$ cat config.mk
export PLATFORM = sky130hd
export DESIGN_NAME = collision_event_gen
export DESIGN_NICKNAME = d
export VERILOG_FILES = /design/src/rtl/collision_pkg.sv /design/src/rtl/char_hit_fsm.sv /design/src/rtl/collision_event_gen.sv
export SDC_FILE = /design/constraint.sdc
export NUM_CORES = 1
export LEC_CHECK = 0
export CAP_MARGIN = 20
export CORE_MARGIN = 8
export CORE_UTILIZATION = 49
export CTS_CLUSTER_DIAMETER = 120
export CTS_CLUSTER_SIZE = 16
export DETAILED_ROUTE_END_ITERATION = 12
export GPL_ROUTABILITY_DRIVEN = 1
export PLACE_DENSITY = 0.77
export SLEW_MARGIN = 20
export SYNTH_ARGS = -nofsm -noshare
export SYNTH_HDL_FRONTEND = slang
export SYNTH_SLANG_ARGS = --single-unit
$ cat constraint.sdc
create_clock -name clk -period 2.62 [get_ports clk]
set_clock_uncertainty 0.1 [all_clocks]
set_input_delay 0.524 -clock clk [delete_from_list [all_inputs] [get_ports clk]]
set_output_delay 0.524 -clock clk [all_outputs]
set_load 0.005 [all_outputs]
$ cat src/rtl/collision_pkg.sv
// collision_pkg: shared types and default constants for the collision event
// generator and its per-character hit FSM.
package collision_pkg;

    // Per-character hit state: ALIVE accepts bubble hits, INVULN discards them.
    typedef enum logic {
        CHAR_ALIVE  = 1'b0,
        CHAR_INVULN = 1'b1
    } char_state_t;

    // Sticky per-frame event flags, one per collision source.
    typedef struct packed {
        logic bubble_char_1;
        logic bubble_char_2;
        logic arrow_1;
        logic arrow_2;
        logic life;
    } evt_flags_t;

    // Default configuration for lives and invulnerability.
    localparam int DEF_INIT_LIVES    = 3;
    localparam int DEF_MAX_LIVES     = 5;
    localparam int DEF_INVULN_FRAMES = 60;
    localparam int DEF_LIVES_W       = 3;

    // Number of accepted character hits in one frame evaluation (0..2).
    function automatic logic [1:0] hit_count(input logic hit_a, input logic hit_b);
        logic [1:0] sum;
        sum = {1'b0, hit_a} + {1'b0, hit_b};
        return sum;
    endfunction

endpackage

$ cat src/rtl/char_hit_fsm.sv
// char_hit_fsm: per-character ALIVE/INVULN state machine.
// A hit seen at a frame evaluation while ALIVE (and not game over) produces a
// one-cycle charHit pulse and starts an invulnerability window measured in
// frames. The window counter decrements on every startOfFrame and the
// character returns to ALIVE once the count reaches zero.
module char_hit_fsm
    import collision_pkg::*;
#(
    parameter int INVULN_FRAMES = DEF_INVULN_FRAMES
) (
    input  logic clk,
    input  logic reset,
    input  logic restart,
    input  logic startOfFrame,
    input  logic hitFlag,
    input  logic gameOver,
    output logic charHit,
    output logic invuln
);

    // Window length held in the 8-bit frame counter (valid range 1..255).
    localparam logic [7:0] LOAD_FRAMES = 8'(INVULN_FRAMES);

    char_state_t state_r;
    logic [7:0]  frame_cnt_r;

    // State, frame counter and registered outputs; all change only at a frame boundary.
    always_ff @(posedge clk) begin
        if (reset || restart) begin
            state_r     <= CHAR_ALIVE;
            frame_cnt_r <= 8'd0;
            charHit     <= 1'b0;
            invuln      <= 1'b0;
        end else begin
            charHit <= 1'b0;
            if (startOfFrame) begin
                case (state_r)
                    CHAR_ALIVE: begin
                        if (hitFlag && !gameOver) begin
                            state_r     <= CHAR_INVULN;
                            frame_cnt_r <= LOAD_FRAMES;
                            charHit     <= 1'b1;
                            invuln      <= 1'b1;
                        end else begin
                            frame_cnt_r <= 8'd0;
                            invuln      <= 1'b0;
                        end
                    end
                    CHAR_INVULN: begin
                        // Hits are ignored here; only the window runs down.
                        if (frame_cnt_r <= 8'd1) begin
                            state_r     <= CHAR_ALIVE;
                            frame_cnt_r <= 8'd0;
                            invuln      <= 1'b0;
                        end else begin
                            frame_cnt_r <= frame_cnt_r - 8'd1;
                            invuln      <= 1'b1;
                        end
                    end
                    default: begin
                        state_r     <= CHAR_ALIVE;
                        frame_cnt_r <= 8'd0;
                        invuln      <= 1'b0;
                    end
                endcase
            end else begin
                state_r     <= state_r;
                frame_cnt_r <= frame_cnt_r;
            end
        end
    end

endmodule

$ cat src/rtl/collision_event_gen.sv
// collision_event_gen: folds per-pixel collision flags into at most one event
// per source per video frame, runs per-character invulnerability and a shared
// saturating lives counter with a sticky game-over flag.
// Optional feature macro: SECOND_PLAYER_EN (defined = two characters; left
// undefined = character 2 inputs ignored and its outputs tied low).
module collision_event_gen
    import collision_pkg::*;
#(
    parameter int INIT_LIVES    = DEF_INIT_LIVES,
    parameter int MAX_LIVES     = DEF_MAX_LIVES,
    parameter int INVULN_FRAMES = DEF_INVULN_FRAMES,
    // Must satisfy 2**LIVES_W > MAX_LIVES.
    parameter int LIVES_W       = DEF_LIVES_W
) (
    input  logic               clk,
    input  logic               reset,
    input  logic               startOfFrame,
    input  logic               restart,
    input  logic               bubbleHitChar_1,
    input  logic               bubbleHitChar_2,
    input  logic               arrow_1_HitBubble,
    input  logic               arrow_2_HitBubble,
    input  logic               lifeHitChar,
    output logic               charHit_1,
    output logic               charHit_2,
    output logic               arrowPop_1,
    output logic               arrowPop_2,
    output logic               lifeCollected,
    output logic               invuln_1,
    output logic               invuln_2,
    output logic [LIVES_W-1:0] lives,
    output logic               gameOver
);

    localparam logic [LIVES_W-1:0]        INIT_L = LIVES_W'(INIT_LIVES);
    localparam logic [LIVES_W-1:0]        MAX_L  = LIVES_W'(MAX_LIVES);
    localparam logic signed [LIVES_W+1:0] MAX_S  = (LIVES_W+2)'(MAX_LIVES);

    evt_flags_t                pix_s;
    evt_flags_t                flags_r;
    logic                      hit_acc_1_s;
    logic                      hit_acc_2_s;
    logic                      life_acc_s;
    logic [1:0]                hits_s;
    logic signed [LIVES_W+1:0] lives_ext_s;
    logic signed [LIVES_W+1:0] next_raw_s;
    logic [LIVES_W-1:0]        next_lives_s;

    // Map the raw per-pixel inputs onto the event struct; absent sources read as 0.
    always_comb begin
        pix_s               = '0;
        pix_s.bubble_char_1 = bubbleHitChar_1;
        pix_s.arrow_1       = arrow_1_HitBubble;
        pix_s.life          = lifeHitChar;
`ifdef SECOND_PLAYER_EN
        pix_s.bubble_char_2 = bubbleHitChar_2;
        pix_s.arrow_2       = arrow_2_HitBubble;
`endif
    end

`ifndef SECOND_PLAYER_EN
    // Character 2 inputs have no effect in the single-player build.
    logic unused_char2_s;
    assign unused_char2_s = bubbleHitChar_2 ^ arrow_2_HitBubble;
`endif

    // Sticky accumulation: a startOfFrame cycle restarts the flags with that cycle's pixels.
    always_ff @(posedge clk) begin
        if (reset || restart) begin
            flags_r <= '0;
        end else if (startOfFrame) begin
            flags_r <= pix_s;
        end else begin
            flags_r <= evt_flags_t'(flags_r | pix_s);
        end
    end

    // Hits and pickups accepted at this frame evaluation (mirrors the FSM accept rule).
    always_comb begin
        hit_acc_1_s = startOfFrame && flags_r.bubble_char_1 && !invuln_1 && !gameOver;
`ifdef SECOND_PLAYER_EN
        hit_acc_2_s = startOfFrame && flags_r.bubble_char_2 && !invuln_2 && !gameOver;
`else
        hit_acc_2_s = 1'b0;
`endif
        life_acc_s  = startOfFrame && flags_r.life && !gameOver;
    end

    // Next lives value: signed net change, then clamp to [0, MAX_LIVES].
    always_comb begin
        hits_s      = hit_count(hit_acc_1_s, hit_acc_2_s);
        lives_ext_s = $signed({2'b00, lives});
        next_raw_s  = lives_ext_s
                    - $signed({{LIVES_W{1'b0}}, hits_s})
                    + $signed({{(LIVES_W+1){1'b0}}, life_acc_s});
        if (next_raw_s[LIVES_W+1]) begin
            next_lives_s = '0;
        end else if (next_raw_s > MAX_S) begin
            next_lives_s = MAX_L;
        end else begin
            next_lives_s = next_raw_s[LIVES_W-1:0];
        end
    end

    // Registered event pulses, lives register and sticky game-over.
    always_ff @(posedge clk) begin
        if (reset || restart) begin
            lives         <= INIT_L;
            gameOver      <= 1'b0;
            lifeCollected <= 1'b0;
            arrowPop_1    <= 1'b0;
        end else begin
            // Arrow pops are reported even after game over.
            arrowPop_1    <= startOfFrame && flags_r.arrow_1;
            lifeCollected <= life_acc_s;
            if (startOfFrame) begin
                lives <= next_lives_s;
                if (next_lives_s == '0) begin
                    gameOver <= 1'b1;
                end else begin
                    gameOver <= gameOver;
                end
            end else begin
                lives <= lives;
            end
        end
    end

    char_hit_fsm #(
        .INVULN_FRAMES (INVULN_FRAMES)
    ) u_char_1 (
        .clk          (clk),
        .reset        (reset),
        .restart      (restart),
        .startOfFrame (startOfFrame),
        .hitFlag      (flags_r.bubble_char_1),
        .gameOver     (gameOver),
        .charHit      (charHit_1),
        .invuln       (invuln_1)
    );

`ifdef SECOND_PLAYER_EN
    char_hit_fsm #(
        .INVULN_FRAMES (INVULN_FRAMES)
    ) u_char_2 (
        .clk          (clk),
        .reset        (reset),
        .restart      (restart),
        .startOfFrame (startOfFrame),
        .hitFlag      (flags_r.bubble_char_2),
        .gameOver     (gameOver),
        .charHit      (charHit_2),
        .invuln       (invuln_2)
    );

    // Arrow 2 pop pulse, registered like arrow 1.
    always_ff @(posedge clk) begin
        if (reset || restart) begin
            arrowPop_2 <= 1'b0;
        end else begin
            arrowPop_2 <= startOfFrame && flags_r.arrow_2;
        end
    end
`else
    assign charHit_2  = 1'b0;
    assign invuln_2   = 1'b0;
    assign arrowPop_2 = 1'b0;
`endif

endmodule

==> flow_summary.toml <==
[run_status]
outcome = "completed"

[logic_synthesis]
synth-edff-count = 0
synth_area_leader_cell = "dfxtp_1"
synthAdderAreaFrac_pct = 7.500
syn_inst = 110
yosysWarnings = 0
synth_compound_area_share_pct = 18.50
ys.flop_type = "dfxtp_1"
async_flop_share_pct = 0
yosysMostFrequentCell = "dfxtp_1"
seq_area_frac_synth_pct = 38.00
synth_top_family_by_area = "compound AO/OA/AOI/OAI gates"
syn-cell-area_mm2 = 0.001001
synth_simple_gate_area_share_pct = 18.00
synth_xor_area_share_pct = 10.25
synth-seq-cells = 19
synthTopCellsByCount = "19 x dfxtp_1, 11 x nor2_1, 10 x inv_1, 9 x a21oi_1"
synthTopCellsByArea = "dfxtp_1 38%, ha_1 7.5%, xnor2_1 5.2%"
syn_avg_cell_area_um2 = 9.100
muxShareOfSynthArea_pct = 0
ys_types = 37
synth_top_area_share_pct = 38.00

[routing]
finalWirelength_um = 2091
drt_iter0_drc = 12
drc_errors = 0
post_drt_wl_per_cell_um = 13.23
ant_nets = 0
routed_via_density = 5.310
num_vias = 839
drtPass1Iterations = 4

[placement]
gp_congestion = 0.7856
place_area_mm2 = 0.001199
place_ws_ps = -345.5
dp.cells = 154
io_buffers = 14
dp_hpwl_um = 1625

[layout]
design_area_mm2 = 0.001262
stdcell_count = 158
nFillCells = 176
final_layout_size_suffix_gt1_share_pct = 19.08
multiInputGateArea_um2 = 590.6
fin_nets = 147
utilization_pct = 65.01
syn_to_final_growth_pct = 26.12
n_antenna_cell = 0
seq_area_um2 = 380.4

[sta]
slew_violations = 0
max_freq_mhz = 391.0
rsz0062_at_grt = "yes"
fin_setup_tns_ps = 0
fin_ws_ps = 62.29
fin_crit_sh_pct = 97.62
setup_viol = 0
hold_viol_final = 0
min_period_ps = 2558

[critical_path]
worstPathRequired_ps = 2720
crit_buf_inv = 2
critical-path-top-delay-family = "adder cells"
path_cells = "clkdlybuf4s50_1, and4_1, ha_2, inv_1, ha_2, ha_4, xor3_1, a21oi_2, o211ai_1, a31o_2"
cp-end-kind = "register"
cp_data_arrival_time_ps = 2660
cpMaxStageDelayCell = "clkdlybuf4s50_1"
slowest_delay_ps = 480
crit_type = "primary input to register"
cpMostUsedCell = "ha_2"
start_kind = "primary input"
critPathMaxFanout = 3

[power_and_ir_drop]
p_leak_uw = 0.0005236
power_frac_clock_pct = 27.5
power_switching_uw = 137.6
p_per_area_mw_per_mm2 = 424.6
comb_power_share_pct = 15.9
p_int_uw = 398.5
swShare_pct = 25.67
pwr-share-seq_pct = 56.6
ir_drop_v = 0.0003743

[clock_network]
post_cts_buffers = 0
worst_skew_pair.late_latency_ps = 300
clockBufferDepth = 2
cts_tree = "done"
cts_root_buffer = "clkbuf_4"
clk_pin_slew_ps = 110
cts_buffers = 3
cts_sinks = 19
htree_levels = 1

[global_route]
grt_usage_pct = 12.21
overflow = 0
antenna_found_initial = 0
grt_pass1_vias = 800
grt_max_degree = 15
grt_pass1_wl_um = 3498

[job]
maxCapViolCount = 0

[die]
die-area_mm2 = 0.003745
initial_core_util_pct = 51.55
die_w_um = 61.20
ios = 20
die_y_um = 61.20
num_rows = 16
core_area_mm2 = 0.001942

[min_path]
hp-class = "register to register"
-- power groups by stage --
stage / registers (µW) / clock network [µW] / logic [µW]
after CTS: 303 / 149 / 81.6
after global placement: 309 / 0 / 78.1
after detailed placement: 310 / 0 / 80.6
after floorplan: 309 / 0 / 56.5
final: 304 / 148 / 85.0
after global routing: 305 / 162 / 94.3
-- cell families (layout without fill, tap and decap cells) --
| family | Yosys count | count (layout) |
|---|---|---|
| fa+ha+maj | 6 | 6 |
| flops | 19 | 19 |
| compound gates | 26 | 26 |
| other cells | 1 | 3 |
| buf+inv | 16 | 35 |
| xor+xnor | 10 | 10 |
| simple gates | 32 | 32 |
-- worst paths after layout --
check / from / to / slack (ps) / cells after the start
worst max-delay path: startOfFrame / lives[0] / 60 / 10
worst min-delay path: flags_r[2] / flags_r[2] / 400 / 2
worst max register to register: gameOver / lives[0] / 330 / 10
worst min register to register: flags_r[2] / flags_r[2] / 400 / 2
-- through the flow --
stage                     power (µW)  hold slack (ps)
after detailed placement       390.7            379.2
after global placement         387.5            364.8
after CTS                      534.0            405.5
final                          536.1            403.5
after global routing           561.5            432.4
after floorplan                365.2            347.6
-- repair_timing --
action / in CTS / in global routing
gates resized for setup: 2 / 6
pin swaps: 0 / 2
hold buffers: 0 / 0
setup endpoints to repair: 1 / 4
-- cells in the final DEF, fill, tap and decap left out, types with 3 or more instances in the layout --
master and n:
o211ai_1 3, clkbuf_4 3, xnor2_1 5, and3_1 3, nor2_1 11, clkdlybuf4s50_1 14, a21oi_1 8, dfxtp_1 19
conb_1 3, buf_4 7, ha_1 3, o21ai_0 4, inv_1 9
-- worst reg2reg max path, cell delays in order, from the launching register on --
cell,delay (ps)
dfxtp_1,360
inv_1,70
and4_1,200
ha_2,190
ha_1,290
inv_2,80
ha_4,160
xor3_1,270
a21oi_2,130
o211ai_1,100
a31o_2,250
-- area by class of cell --
cell class / instances / area share (%)
Multi-Input combinational cell: 77 / 46.78
Sequential cell: 19 / 30.13
Timing Repair Buffer: 21 / 15.26
Inverter: 10 / 2.973
Tap cell: 27 / 2.676
Clock buffer: 3 / 1.784
Clock inverter: 1 / 0.3964
-- state kept, by name, summed over array words and instances, names as in the netlist --
| name | cells |
|---|---|
| u_char_1.frame_cnt_r | 8 |
| arrowPop_1 | 1 |
| flags_r | 3 |
| u_char_1.state_r | 1 |
| u_char_1.charHit | 1 |
| lives | 3 |
| lifeCollected | 1 |
| gameOver | 1 |
-- metal layers --
metal | up-vias | global-route usage (%) | wire (µm)
met5 | - | 0 | 0
met4 | 0 | 5.980 | 30
met3 | 4 | 2.296 | 142
met2 | 25 | 19.70 | 980
met1 | 388 | 15.07 | 938
li1 | 422 | - | -
Note: power is estimated with default switching activity, not from simulation.
==> variant 1 (same flow settings) <==
`DEF_LIVES_W`: 3 -> 6.
--- a/src/rtl/collision_pkg.sv
+++ b/src/rtl/collision_pkg.sv
@@ -22,5 +22,5 @@
     localparam int DEF_MAX_LIVES     = 5;
     localparam int DEF_INVULN_FRAMES = 60;
-    localparam int DEF_LIVES_W       = 3;
+    localparam int DEF_LIVES_W       = 6;
 
     // Number of accepted character hits in one frame evaluation (0..2).
Ports: changed (resized lives); port bits go from 20 to 23. No check against the original RTL was run, so the function may have changed too.
==> variant 1 against the original RTL <==
Design area grew 34%. Synthesized cell count grew 23%. Sequential cell count grew 3. Sequential power grew 15%. Worst setup slack gained 160 ps. Via count grew 30%. Synthesized area grew 17%. Wire length grew 41%. Power grew 32%. Utilization grew 11 points. Critical endpoint is now lives[2]. Largest cell class unchanged.
==> variant 1: results (changes against the original RTL) <==
Outcome:
- Result of the run: complete, no violations (unchanged).

Placed design:
- The count of input and output buffers is 17 (was 14).
- The post-detailed-placement cell area is 1470 µm² (was 1200 µm²).
- The routability-driven placement congestion ratio is 0.904 (was 0.786).
- The post-place setup slack is -605 ps (was -346 ps).
- The number of cells after detailed placement is 189 (was 154).
- The HPWL after detailed placement came to 1.95 mm (was 1.63 mm).

Critical path:
- The data arrival time of the critical path came to 2530 ps (was 2660 ps).
- The depth of the most critical reg-to-reg path is 11 (was 10).
- The worst setup slack for register-to-register paths came to 220 ps (was 330 ps).
- The terminus of the critical flop-to-flop path is lives[2] (was lives[0]).
- The largest fanout of any net on the critical path is 4 (was 3).

Layout:
- The number of inserted filler cells in the final layout was 150 (was 176).
- The final standard cell count with taps included and fillers excluded was 207 (was 158).
- The net total in the final layout came to 196 (was 147).
- Registers with the highest flip-flop counts: u_char_1.frame_cnt_r (8), lives (6), flags_r (3) (was u_char_1.frame_cnt_r (8), flags_r (3), lives (3)).
- The ratio of cells with drive above 1 in the final layout is 30.2% (was 19.1%).

Synth:
- The predominant post-synthesis flop cell is sky130_fd_sc_hd__dfxtp_1 (unchanged).
- Top post-synthesis cells by count: sky130_fd_sc_hd__dfxtp_1, sky130_fd_sc_hd__nor2_1, sky130_fd_sc_hd__inv_1 (unchanged).
- Cell types with the largest area share after synthesis: sky130_fd_sc_hd__dfxtp_1, sky130_fd_sc_hd__ha_1, sky130_fd_sc_hd__xnor2_1 (unchanged).
- The cell count after synthesis is 135 (was 110).
- The sequential-to-total area share from yosys stat is 37.6% (was 38.0%).
- The warning count from the yosys run is 0 (unchanged).

Pwr:
- The static leakage power is 0.725 nW (was 0.524 nW).
- The internal portion of total power is 0.547 mW (was 0.398 mW).
- The worst voltage drop across the vdd grid was 0.000397 V (was 0.000374 V).

CTS:
- The buffer depth of the longest clock path is 2 (unchanged).
- The clock latency at the later pin of the worst-skew pair is 320 ps (was 300 ps).
- The clock transition at the register clock pins on the worst setup and hold paths after CTS is 130 ps (was 110 ps).
- The post-cts resize count is 16 (was 2).
- The number of setup buffers added after CTS was 14 (was 0).

Detailed routing:
- The number of iterations in the first detailed-routing pass came to 5 (was 4).
- The detail-routed via count per cell is 5.27 (was 5.31).
- The routed wirelength normalized by instance count is 14.2 µm (was 13.2 µm).
- The DRC violation total after the first TritonRoute iteration is 52 (was 12).

Global routing:
- The maximum number of pins on one net before global-route repair came to 14 (was 15).
- The global-route usage over all layers is 14.5% (was 12.2%).
- The number of global-route vias before repair is 1132 (was 800).
- The wire length of the first global-routing pass came to 5.00 mm (was 3.50 mm).

Min path:
- The type of the worst min-delay path is reg2reg (unchanged).

Timing:
- The final worst hold slack is 401 ps (was 404 ps).
[variant 1: cell count changes after synthesis, moves of 3 or more]
cell | unedited run | this run
sky130_fd_sc_hd__dfxtp_1 | 19 | 22
sky130_fd_sc_hd__nand2_1 | 2 | 8
sky130_fd_sc_hd__nand3_1 | 1 | 4
sky130_fd_sc_hd__nor2_1 | 11 | 14
sky130_fd_sc_hd__xor2_1 | 3 | 6
sky130_fd_sc_hd__nor3_1 | 1 | 6
sky130_fd_sc_hd__and3_1 | 3 | 6
[variant 1: worst max-delay path, stage by stage, from the launching register on]
cell and delay, ps:
sky130_fd_sc_hd__dfxtp_1 360, sky130_fd_sc_hd__nor2_2 120, sky130_fd_sc_hd__nand3b_1 120, sky130_fd_sc_hd__inv_2 100, sky130_fd_sc_hd__ha_4 150, sky130_fd_sc_hd__ha_4 170, sky130_fd_sc_hd__nor3b_4 210, sky130_fd_sc_hd__xnor2_2 100
sky130_fd_sc_hd__xor2_1 160, sky130_fd_sc_hd__o31ai_2 270, sky130_fd_sc_hd__o211ai_1 200, sky130_fd_sc_hd__a32o_1 240
[variant 1: worst max-delay path by stage]
stage | from | slack (ps) | endpoint
floorplan | startOfFrame | 5 | lives[0]
global placement | startOfFrame | -490 | lives[0]
detailed placement | startOfFrame | -610 | lives[0]
CTS | startOfFrame | 130 | lives[2]
global route | gameOver | 70 | lives[2]
finish | gameOver | 220 | lives[2]
[variant 1: metal layers]
| layer | vias up | wire length (µm) | GRT usage [%] |
|---|---|---|---|
| li1 | 544 | - | - |
| met1 | 512 | 1260 | 16.5 |
| met2 | 29 | 1490 | 25.7 |
| met3 | 5 | 165 | 3.61 |
| met4 | 0 | 34 | 4.90 |
| met5 | - | 0 | 0 |
[variant 1: layout make-up]
| type | count | area [µm²] | area share, % |
|---|---|---|---|
| timing repair buffer | 44 | 368 | 21.7 |
| clock buffer | 3 | 22.5 | 1.33 |
| inverter | 10 | 37.5 | 2.21 |
| tap | 28 | 35.0 | 2.06 |
| multi-input combinational | 99 | 763 | 45.0 |
| sequential | 22 | 440 | 26.0 |
| clock inverter | 1 | 30.0 | 1.77 |
[variant 1: cells by family after synthesis]
family	count (synthesis)	share of synthesized area (%)
adders and majority gates	7	7.49
DFF	22	37.6
and+or+nand+nor	50	21.7
AOI/OAI and AO/OA	24	13.6
xor gates and xnor gates	15	11.9
buffers and inverters	16	7.38
other	1	0.321
[variant 1: power groups by stage]
stage          Combinational (mW)  Clock, mW  Sequential (mW)
2_1_floorplan              0.0555          0            0.356
3_3_place_gp               0.0779          0            0.356
3_5_place_dp               0.0807          0            0.357
4_1_cts                    0.0916      0.267            0.350
5_1_grt                     0.105      0.281            0.351
6_report                   0.0963      0.263            0.350
==> variant 2 (same flow settings) <==
Made on the original files. Register the inputs `bubbleHitChar_1`, `arrow_1_HitBubble` and `lifeHitChar` before use. The logic sees them one clock later. The other inputs are not delayed to match.
--- a/src/rtl/collision_event_gen.sv
+++ b/src/rtl/collision_event_gen.sv
@@ -37,4 +37,14 @@
     localparam logic signed [LIVES_W+1:0] MAX_S  = (LIVES_W+2)'(MAX_LIVES);
 
+    logic bubbleHitChar_1_q;
+    logic arrow_1_HitBubble_q;
+    logic lifeHitChar_q;
+
+    always_ff @(posedge clk) begin
+        bubbleHitChar_1_q   <= bubbleHitChar_1;
+        arrow_1_HitBubble_q <= arrow_1_HitBubble;
+        lifeHitChar_q       <= lifeHitChar;
+    end
+
     evt_flags_t                pix_s;
     evt_flags_t                flags_r;
@@ -50,7 +60,7 @@
     always_comb begin
         pix_s               = '0;
-        pix_s.bubble_char_1 = bubbleHitChar_1;
-        pix_s.arrow_1       = arrow_1_HitBubble;
-        pix_s.life          = lifeHitChar;
+        pix_s.bubble_char_1 = bubbleHitChar_1_q;
+        pix_s.arrow_1       = arrow_1_HitBubble_q;
+        pix_s.life          = lifeHitChar_q;
 `ifdef SECOND_PLAYER_EN
         pix_s.bubble_char_2 = bubbleHitChar_2;
Behaviour: not the same (Yosys sat finds a counterexample within 4 cycles, from zero or initial values).
==> variant 2 against the original RTL <==
Sequential cell count rose by 3. Highest routed layer unchanged. Sequential share of layout area rose by 0.64 points. Worst setup slack improved by 240 ps. Design area rose by 13%. Wire length rose by 29%. Synthesized area rose by 17%. First-iteration DRC count rose to 3.4 times the old value. Power rose by 21%. Critical endpoint is now gameOver.
==> variant 2: results (changes against the original RTL) <==
Critical path:
- The source of the critical timing path was gameOver (was startOfFrame).
- The worst-path cell with the longest stage delay is sky130_fd_sc_hd__dfxtp_1 (was sky130_fd_sc_hd__clkdlybuf4s50_1).
- The data arrival time of the critical path is 2430 ps (was 2660 ps).
- The largest fanout of any net on the critical path came to 6 (was 3).
- The worst setup slack for register-to-register paths was 310 ps (was 330 ps).
- The delay of the slowest cell on the worst path is 420 ps (was 480 ps).

CTS:
- The clock tree root driver cell is sky130_fd_sc_hd__clkbuf_4 (unchanged).
- The post-cts resize count is 0 (was 2).
- The clock latency at the later pin of the worst-skew pair is 320 ps (was 300 ps).

Timing:
- The normalized max-slew margin is 65.6%.
- The final worst hold slack is 354 ps (was 404 ps).

Synth:
- Top post-synthesis cells by count: sky130_fd_sc_hd__dfxtp_1, sky130_fd_sc_hd__nor2_1, sky130_fd_sc_hd__nand2_1 (was sky130_fd_sc_hd__dfxtp_1, sky130_fd_sc_hd__nor2_1, sky130_fd_sc_hd__inv_1).
- Cell types with the largest area share after synthesis: sky130_fd_sc_hd__dfxtp_1, sky130_fd_sc_hd__ha_1, sky130_fd_sc_hd__nor2_1 (was sky130_fd_sc_hd__dfxtp_1, sky130_fd_sc_hd__ha_1, sky130_fd_sc_hd__xnor2_1).
- The number of different library cells in the post-synthesis netlist is 49 (was 37).
- The sequential-to-total area share from yosys stat is 37.6% (was 38.0%).

Pwr:
- The switching part of the total power is 25.8% (was 25.7%).
- The static leakage power is 0.587 nW (was 0.524 nW).
- The worst voltage drop across the vdd grid is 0.000303 V (was 0.000374 V).

Placed design:
- The count of input and output buffers came to 14 (unchanged).
- The post-detailed-placement cell area was 1380 µm² (was 1200 µm²).
- The routability-driven placement congestion ratio came to 0.860 (was 0.786).
- The HPWL after detailed placement is 2.03 mm (was 1.63 mm).

Global routing:
- The wire length of the first global-routing pass is 4.52 mm (was 3.50 mm).
- The global-route usage over all layers is 13.1% (was 12.2%).
- The number of global-route vias before repair is 1024 (was 800).
- The maximum number of pins on one net before global-route repair is 13 (was 15).

Detailed routing:
- The number of iterations in the first detailed-routing pass is 4 (unchanged).
- The wire length after detailed routing is 2.70 mm (was 2.09 mm).
- The DRC violation total after the first TritonRoute iteration is 41 (was 12).
- The detail-routed via count per cell is 5.72 (was 5.31).

Layout:
- The ratio of cells with drive above 1 in the final layout was 16.2% (was 19.1%).
- The net total in the final layout is 169 (was 147).
- The antenna diode count is 0 (unchanged).

Min path:
- The startpoint of the lowest-slack hold path is lifeHitChar_q (was flags_r[2]).

Outcome:
- Result of the run: complete, no violations (unchanged).
## variant 2: cell types whose count changed after synthesis, sizes merged, moves of 3 or more
cell,before,now
a21oi,9,6
dfxtp,19,22
inv,10,6
nand2,2,9
nor2,11,15
nor3,1,7
## variant 2: worst paths after layout
| kind | to | depth (start not counted) |
|---|---|---|
| hold / removal | flags_r[0] | 2 |
| setup / recovery | gameOver | 9 |
| setup reg to reg | gameOver | 9 |
| hold reg to reg | flags_r[0] | 2 |
## variant 2: logic make-up after synthesis
group | share of synthesized area [%]
AO/OA/AOI/OAI | 19.8
XOR/XNOR | 5.98
adder cells (fa/ha/maj) | 5.34
buffers and inverters | 6.52
flip-flops | 37.6
other | 0.320
AND/OR/NAND/NOR | 24.5
## variant 2: layout make-up
type / instances / area (µm²)
flip-flops and latches: 22 / 440
well taps: 28 / 35.0
repair buffers: 24 / 218
clock buffers: 4 / 36.3
fillers: 195 / 802
multi-input cells: 98 / 679
inverters: 6 / 22.5
## variant 2: stage by stage
step           worst slack, ps  instances  util, %
5_1_grt                    127        182     64.1
6_report                   306        182     64.1
4_1_cts                   21.7        182     63.2
2_1_floorplan              282        134        -
3_3_place_gp              -231        178     61.6
3_5_place_dp              -305        178     61.6
## variant 2: power groups by stage
stage	Combinational [mW]	Sequential, mW	Clock [mW]
after detailed placement	0.0987	0.363	0
after global routing	0.112	0.357	0.203
after floorplan	0.0672	0.362	0
after global placement	0.0957	0.362	0
final	0.102	0.356	0.190
after CTS	0.0991	0.356	0.194
## variant 2: critical path: cells and delay by family (launching register included)
family          cells  cell delay (ps)
flops               1              420
simple gates        2              310
fa+ha+maj           2              520
compound gates      3              660
buf+inv             2              210
## variant 2: per-layer routing
metal	up-vias	part of all wire, %	track usage (%)
met5	-	0	0
met4	0	3.0	7.08
met3	9	6.3	2.58
met2	36	49	23.0
met1	486	42	14.5
li1	510	-	-
